[src/rtl/cpu_pkg.sv]
// Shared datapath width and ALU opcode constants for the execution unit and control unit.
package cpu_pkg;
    localparam int DATA_W = 16;
    localparam int REG_AW = 3;

    localparam logic [3:0] ALU_PASS = 4'b0000;
    localparam logic [3:0] ALU_INC  = 4'b0010;
    localparam logic [3:0] ALU_DEC  = 4'b0011;
    localparam logic [3:0] ALU_ADD  = 4'b0100;
    localparam logic [3:0] ALU_SUB  = 4'b0101;
    localparam logic [3:0] ALU_SHR  = 4'b0110;
    localparam logic [3:0] ALU_SHL  = 4'b0111;

    function automatic logic [DATA_W-1:0] sext8(input logic [7:0] v);
        return {{(DATA_W-8){v[7]}}, v};
    endfunction
endpackage

[src/rtl/regfile8x16.sv]
// 8x16 register file: one synchronous write port, two combinational read ports.
module regfile8x16
    import cpu_pkg::*;
(
    input  logic              clk,
    input  logic              reset,
    input  logic              we,
    input  logic [REG_AW-1:0] w_adr,
    input  logic [DATA_W-1:0] w_data,
    input  logic [REG_AW-1:0] r_adr,
    input  logic [REG_AW-1:0] s_adr,
    output logic [DATA_W-1:0] r_out,
    output logic [DATA_W-1:0] s_out
);
    logic [(1<<REG_AW)-1:0][DATA_W-1:0] regs_q, regs_d;

    always_comb begin
        regs_d = regs_q;
        if (we) regs_d[w_adr] = w_data;
    end

    always_ff @(posedge clk or negedge reset) begin
        if (!reset) regs_q <= '0;
        else        regs_q <= regs_d;
    end

    // Reads see the pre-edge contents, so a same-cycle write shows up next cycle.
    assign r_out = regs_q[r_adr];
    assign s_out = regs_q[s_adr];
endmodule

[src/rtl/cpu_exec_unit.sv]
// Execution datapath: register file, ALU with flags, PC, IR and memory address mux.
module cpu_exec_unit
    import cpu_pkg::*;
(
    input  logic              clk,
    input  logic              reset,
    input  logic [2:0]        W_Adr,
    input  logic [2:0]        R_Adr,
    input  logic [2:0]        S_Adr,
    input  logic              adr_sel,
    input  logic              s_sel,
    input  logic              pc_ld,
    input  logic              pc_inc,
    input  logic              pc_sel,
    input  logic              ir_ld,
    input  logic              rw_en,
    input  logic [3:0]        alu_op,
    input  logic [DATA_W-1:0] D_in,
    output logic [DATA_W-1:0] Address,
    output logic [DATA_W-1:0] D_out,
    output logic [DATA_W-1:0] IR,
    output logic              N,
    output logic              Z,
    output logic              C
);
    logic [DATA_W-1:0] r_out, s_out, w_data, alu_out;
    logic              alu_c;
    logic [DATA_W-1:0] pc_q, pc_d, ir_q, ir_d;

    regfile8x16 u_regfile (
        .clk    (clk),
        .reset  (reset),
        .we     (rw_en),
        .w_adr  (W_Adr),
        .w_data (w_data),
        .r_adr  (R_Adr),
        .s_adr  (S_Adr),
        .r_out  (r_out),
        .s_out  (s_out)
    );

    // Carry column doubles as borrow for subtract/decrement (17-bit wrap).
    always_comb begin
        alu_out = s_out;
        alu_c   = 1'b0;
        case (alu_op)
            ALU_INC: {alu_c, alu_out} = {1'b0, s_out} + 17'd1;
            ALU_DEC: {alu_c, alu_out} = {1'b0, s_out} - 17'd1;
            ALU_ADD: {alu_c, alu_out} = {1'b0, r_out} + {1'b0, s_out};
            ALU_SUB: {alu_c, alu_out} = {1'b0, r_out} - {1'b0, s_out};
            ALU_SHR: begin
                alu_out = {1'b0, s_out[DATA_W-1:1]};
                alu_c   = s_out[0];
            end
            ALU_SHL: begin
                alu_out = {s_out[DATA_W-2:0], 1'b0};
                alu_c   = s_out[DATA_W-1];
            end
            default: begin
                alu_out = s_out;
                alu_c   = 1'b0;
            end
        endcase
    end

    assign N = alu_out[DATA_W-1];
    assign Z = (alu_out == '0);
    assign C = alu_c;

    assign w_data = s_sel ? D_in : alu_out;

    always_comb begin
        pc_d = pc_q;
        if (pc_ld)       pc_d = pc_sel ? s_out : pc_q + sext8(ir_q[7:0]);
        else if (pc_inc) pc_d = pc_q + 16'd1;
    end

    always_comb begin
        ir_d = ir_q;
        if (ir_ld) ir_d = D_in;
    end

    always_ff @(posedge clk or negedge reset) begin
        if (!reset) begin
            pc_q <= '0;
            ir_q <= '0;
        end else begin
            pc_q <= pc_d;
            ir_q <= ir_d;
        end
    end

    assign Address = adr_sel ? s_out : pc_q;
    assign D_out   = r_out;
    assign IR      = ir_q;
endmodule
[config.mk]
export PLATFORM = sky130hd
export DESIGN_NAME = cpu_exec_unit
export DESIGN_NICKNAME = d
export VERILOG_FILES = /design/src/rtl/cpu_pkg.sv /design/src/rtl/regfile8x16.sv /design/src/rtl/cpu_exec_unit.sv
export SDC_FILE = /design/constraint.sdc
export NUM_CORES = 1
export LEC_CHECK = 0
export CAP_MARGIN = 20
export CORE_UTILIZATION = 34
export DETAILED_ROUTE_END_ITERATION = 8
export DONT_BUFFER_PORTS = 1
export PLACE_DENSITY = 0.57
export SKIP_CTS_REPAIR_TIMING = 1
export SLEW_MARGIN = 20
export SYNTH_ARGS = -nofsm -noshare
export SYNTH_HDL_FRONTEND = slang
export SYNTH_SLANG_ARGS = --single-unit
export TNS_END_PERCENT = 30
[constraint.sdc]
create_clock -name clk -period 7.3 [get_ports clk]
set_input_delay 0.365 -clock clk [delete_from_list [all_inputs] [get_ports clk]]
set_output_delay 0.365 -clock clk [all_outputs]
set_load 0.01 [all_outputs]
==> flow_metrics.py <==
metrics = {
    "status": {
        "status": "finished, violations left",
        "violations": "hold timing",
    },
    "cts": {
        "cts_tree": "yes",
        "cts.sinks": 160,
        "clock_latency_ns": 0.46,
        "cts_inserted_buffers": 17,
        "cts_buffer_depth": 2,
        "htree_num_levels": 4,
        "path_clk_slew_ns": 0.07,
        "clockRootBuffer": "clkbuf_16",
    },
    "synthesis": {
        "synth_top_cell_by_area": "dfrtp_1",
        "ys_top_cells_by_area": "dfrtp_1, mux4_2, o21ai_0",
        "syn_inst": 1355,
        "synthDistinctLibCells": 100,
        "synth_top_area_share_pct": 32.0,
        "async_flop_share_pct": 100,
        "synth_ff_type": "dfrtp_1",
        "synth_area_um2": 12500,
        "syn_area_per_cell_um2": 9.23,
        "synthesis.nets": 1447,
        "synth_edf_count": 0,
        "ys_seq_elements": 160,
        "seq_area_frac_synth_pct": 32.0,
        "ys_warn_count": 0,
    },
    "timing": {
        "rsz0062_at_grt": "false",
        "setup_tns_ns": 0,
        "finalCritPeriodShare_pct": 79.3,
        "fmax_mhz": 173,
        "skew_ns": 0.0165,
        "fin_hold_ws_ns": -0.109,
        "fin_ws_ns": 1.51,
        "hold_viol": 68,
        "min_period_ns": 5.79,
        "report.final.slew_viol_count": 0,
        "slew_headroom_pct": 30.5,
        "setup_viol": 0,
        "worstMarginPinSlew_ns": 1.03,
    },
    "layout": {
        "most-common-layout-cells": "nand2_1, dfrtp_1, o21ai_0",
        "final_util_pct": 37.2,
        "instances_no_fill": 1776,
        "final_common_cell": "nand2_1",
        "drive_gt1_share_pct": 13.9,
        "fillers": 3662,
        "final_nets": 1392,
        "area_growth_pct": 6.89,
    },
    "floorplan": {
        "coreArea_um2": 35900,
        "rows": 69,
        "dieWidth_um": 194,
        "die_h_um": 194,
        "start_util_pct": 34.8,
        "die_area_um2": 37500,
        "io_pins": 89,
    },
    "power_and_ir_drop": {
        "sw_frac_of_total_pct": 43.2,
        "powerDensity_nw_per_um2": 312,
        "seqPwrFrac_pct": 32.4,
        "p_int_uw": 2370,
        "p_sw_uw": 1800,
        "peakVddDrop_v": 0.000325,
        "clockPowerShare_pct": 22.6,
        "power_frac_comb_pct": 45.0,
        "leakagePower_uw": 0.00556,
    },
    "grt": {
        "grt_pass1_vias": 10296,
        "antenna_found_initial": 1,
        "grt_max_degree": 161,
        "overflow": 0,
        "track_usage_pct": 22.2,
        "grt_pass1_wl_mm": 64.2,
    },
    "route": {
        "firstDrtPassIters": 6,
        "num_vias": 10688,
        "drt_iter0_markers": 1018,
        "viasPerCell": 6.02,
        "routed_wl_mm": 41.5,
        "drtAntennaViolNets": 0,
        "remaining_drc_errors": 0,
        "wl_per_cell_um": 23.4,
    },
    "critical_path": {
        "path_buf_inv": 1,
        "crit_path_end_kind": "output pin",
        "crit_type": "flop to output pin",
        "startpoint_type": "flop",
        "critPathTopFamily": "compound AO/OA/AOI/OAI gates",
        "crit_path_max_fanout": 8,
        "critPathRequiredTime_ns": 6.93,
        "path_cells": "mux2i_1 > mux2i_1 > o211ai_1 > clkinv_1 > ha_1 > a221oi_1 > a311oi_1 > a2111oi_0 > o31ai_1 > nor3_1 > nor3_1 > o31ai_1 > nor2_1 > nor4b_2",
        "cpMaxStageDelayCell": "o31ai_1",
        "r2r_slack_ns": 2.04,
        "cpPeakStageDelay_ns": 0.86,
        "worstPathArrival_ns": 5.42,
    },
    "placement": {
        "gp_congestion": 0.948,
        "post-dp-hpwl_mm": 29.6,
        "dp.cells": 1738,
        "place_ws_ns": 1.95,
        "portBuffers": 0,
    },
    "job": {
        "cap_violations": 0,
    },
    "worst_hold_path": {
        "hold_class": "primary input to async pin",
    },
}
-- sequential cells by signal, indices dropped and copies added (netlist names) --
signal            flops
u_regfile.regs_q    128
IR                   16
pc_q                 16
-- logic make-up after synthesis --
family          after synthesis  synth area share, %
simple gates                431                 16.8
compound gates              377                 19.4
xor+xnor                     45                 3.15
flops                       160                 32.0
fa+ha+maj                    54                 5.58
buf+inv                     139                 5.32
mux                         149                 17.8
-- metal layers --
| layer | track usage [%] | routed length (um) | vias up |
|---|---|---|---|
| li1 | - | - | 4906 |
| met1 | 30.9 | 18500 | 5326 |
| met2 | 35.0 | 19100 | 403 |
| met3 | 3.69 | 2770 | 53 |
| met4 | 7.56 | 1110 | 0 |
| met5 | 0 | 0 | - |
-- area by class of cell --
class,instances,area [um^2],area share [%]
Antenna cell,2,5.00,0.0374
Clock buffer,17,425,3.18
Clock inverter,15,185,1.39
Inverter,50,189,1.41
Multi-Input combinational cell,1056,7840,58.7
Sequential cell,160,4000,30.0
Tap cell,461,577,4.32
Timing Repair Buffer,15,140,1.05
-- through the flow --
step | area (um^2) | power, uW | hold slack, ns
after floorplan | 12500 | 2710 | 0.0694
after global placement | 12700 | 3150 | 0.0800
after detailed placement | 12700 | 3170 | 0.0798
after CTS | 13300 | 4130 | -0.409
after global routing | 13400 | 4440 | -0.0344
final | 13400 | 4170 | -0.109
-- synth_stat cells (all sizes together) (18+ instances only) --
| cell | count |
|---|---|
| mux2i | 56 |
| xnor2 | 33 |
| o211ai | 18 |
| nor2 | 67 |
| clkbuf | 67 |
| o21ai | 156 |
| buf | 22 |
| nand4 | 20 |
| ha | 51 |
| dfrtp | 160 |
| mux2 | 43 |
| inv | 46 |
| mux4 | 50 |
| nand2 | 198 |
| a21oi | 61 |
| a21o | 19 |
| nor3 | 22 |
| nand3 | 38 |
-- final timing paths --
check,start,to,depth (start not counted)
max,u_regfile.regs_q[100],Z,14
min,reset,u_regfile.regs_q[13],1
max reg2reg,u_regfile.regs_q[100],u_regfile.regs_q[47],14
min reg2reg,u_regfile.regs_q[112],u_regfile.regs_q[112],2
max in group asynchronous,reset,u_regfile.regs_q[1],1
min in group clk,pc_ld,pc_q[6],1
-- power groups by stage --
stage	logic, uW	registers [uW]	clock network [uW]
5_1_grt	2060	1380	992
3_3_place_gp	1800	1350	0
3_5_place_dp	1810	1360	0
4_1_cts	1830	1350	958
6_report	1880	1350	942
2_1_floorplan	1430	1270	0
Note: power is estimated with default switching activity, not from simulation.
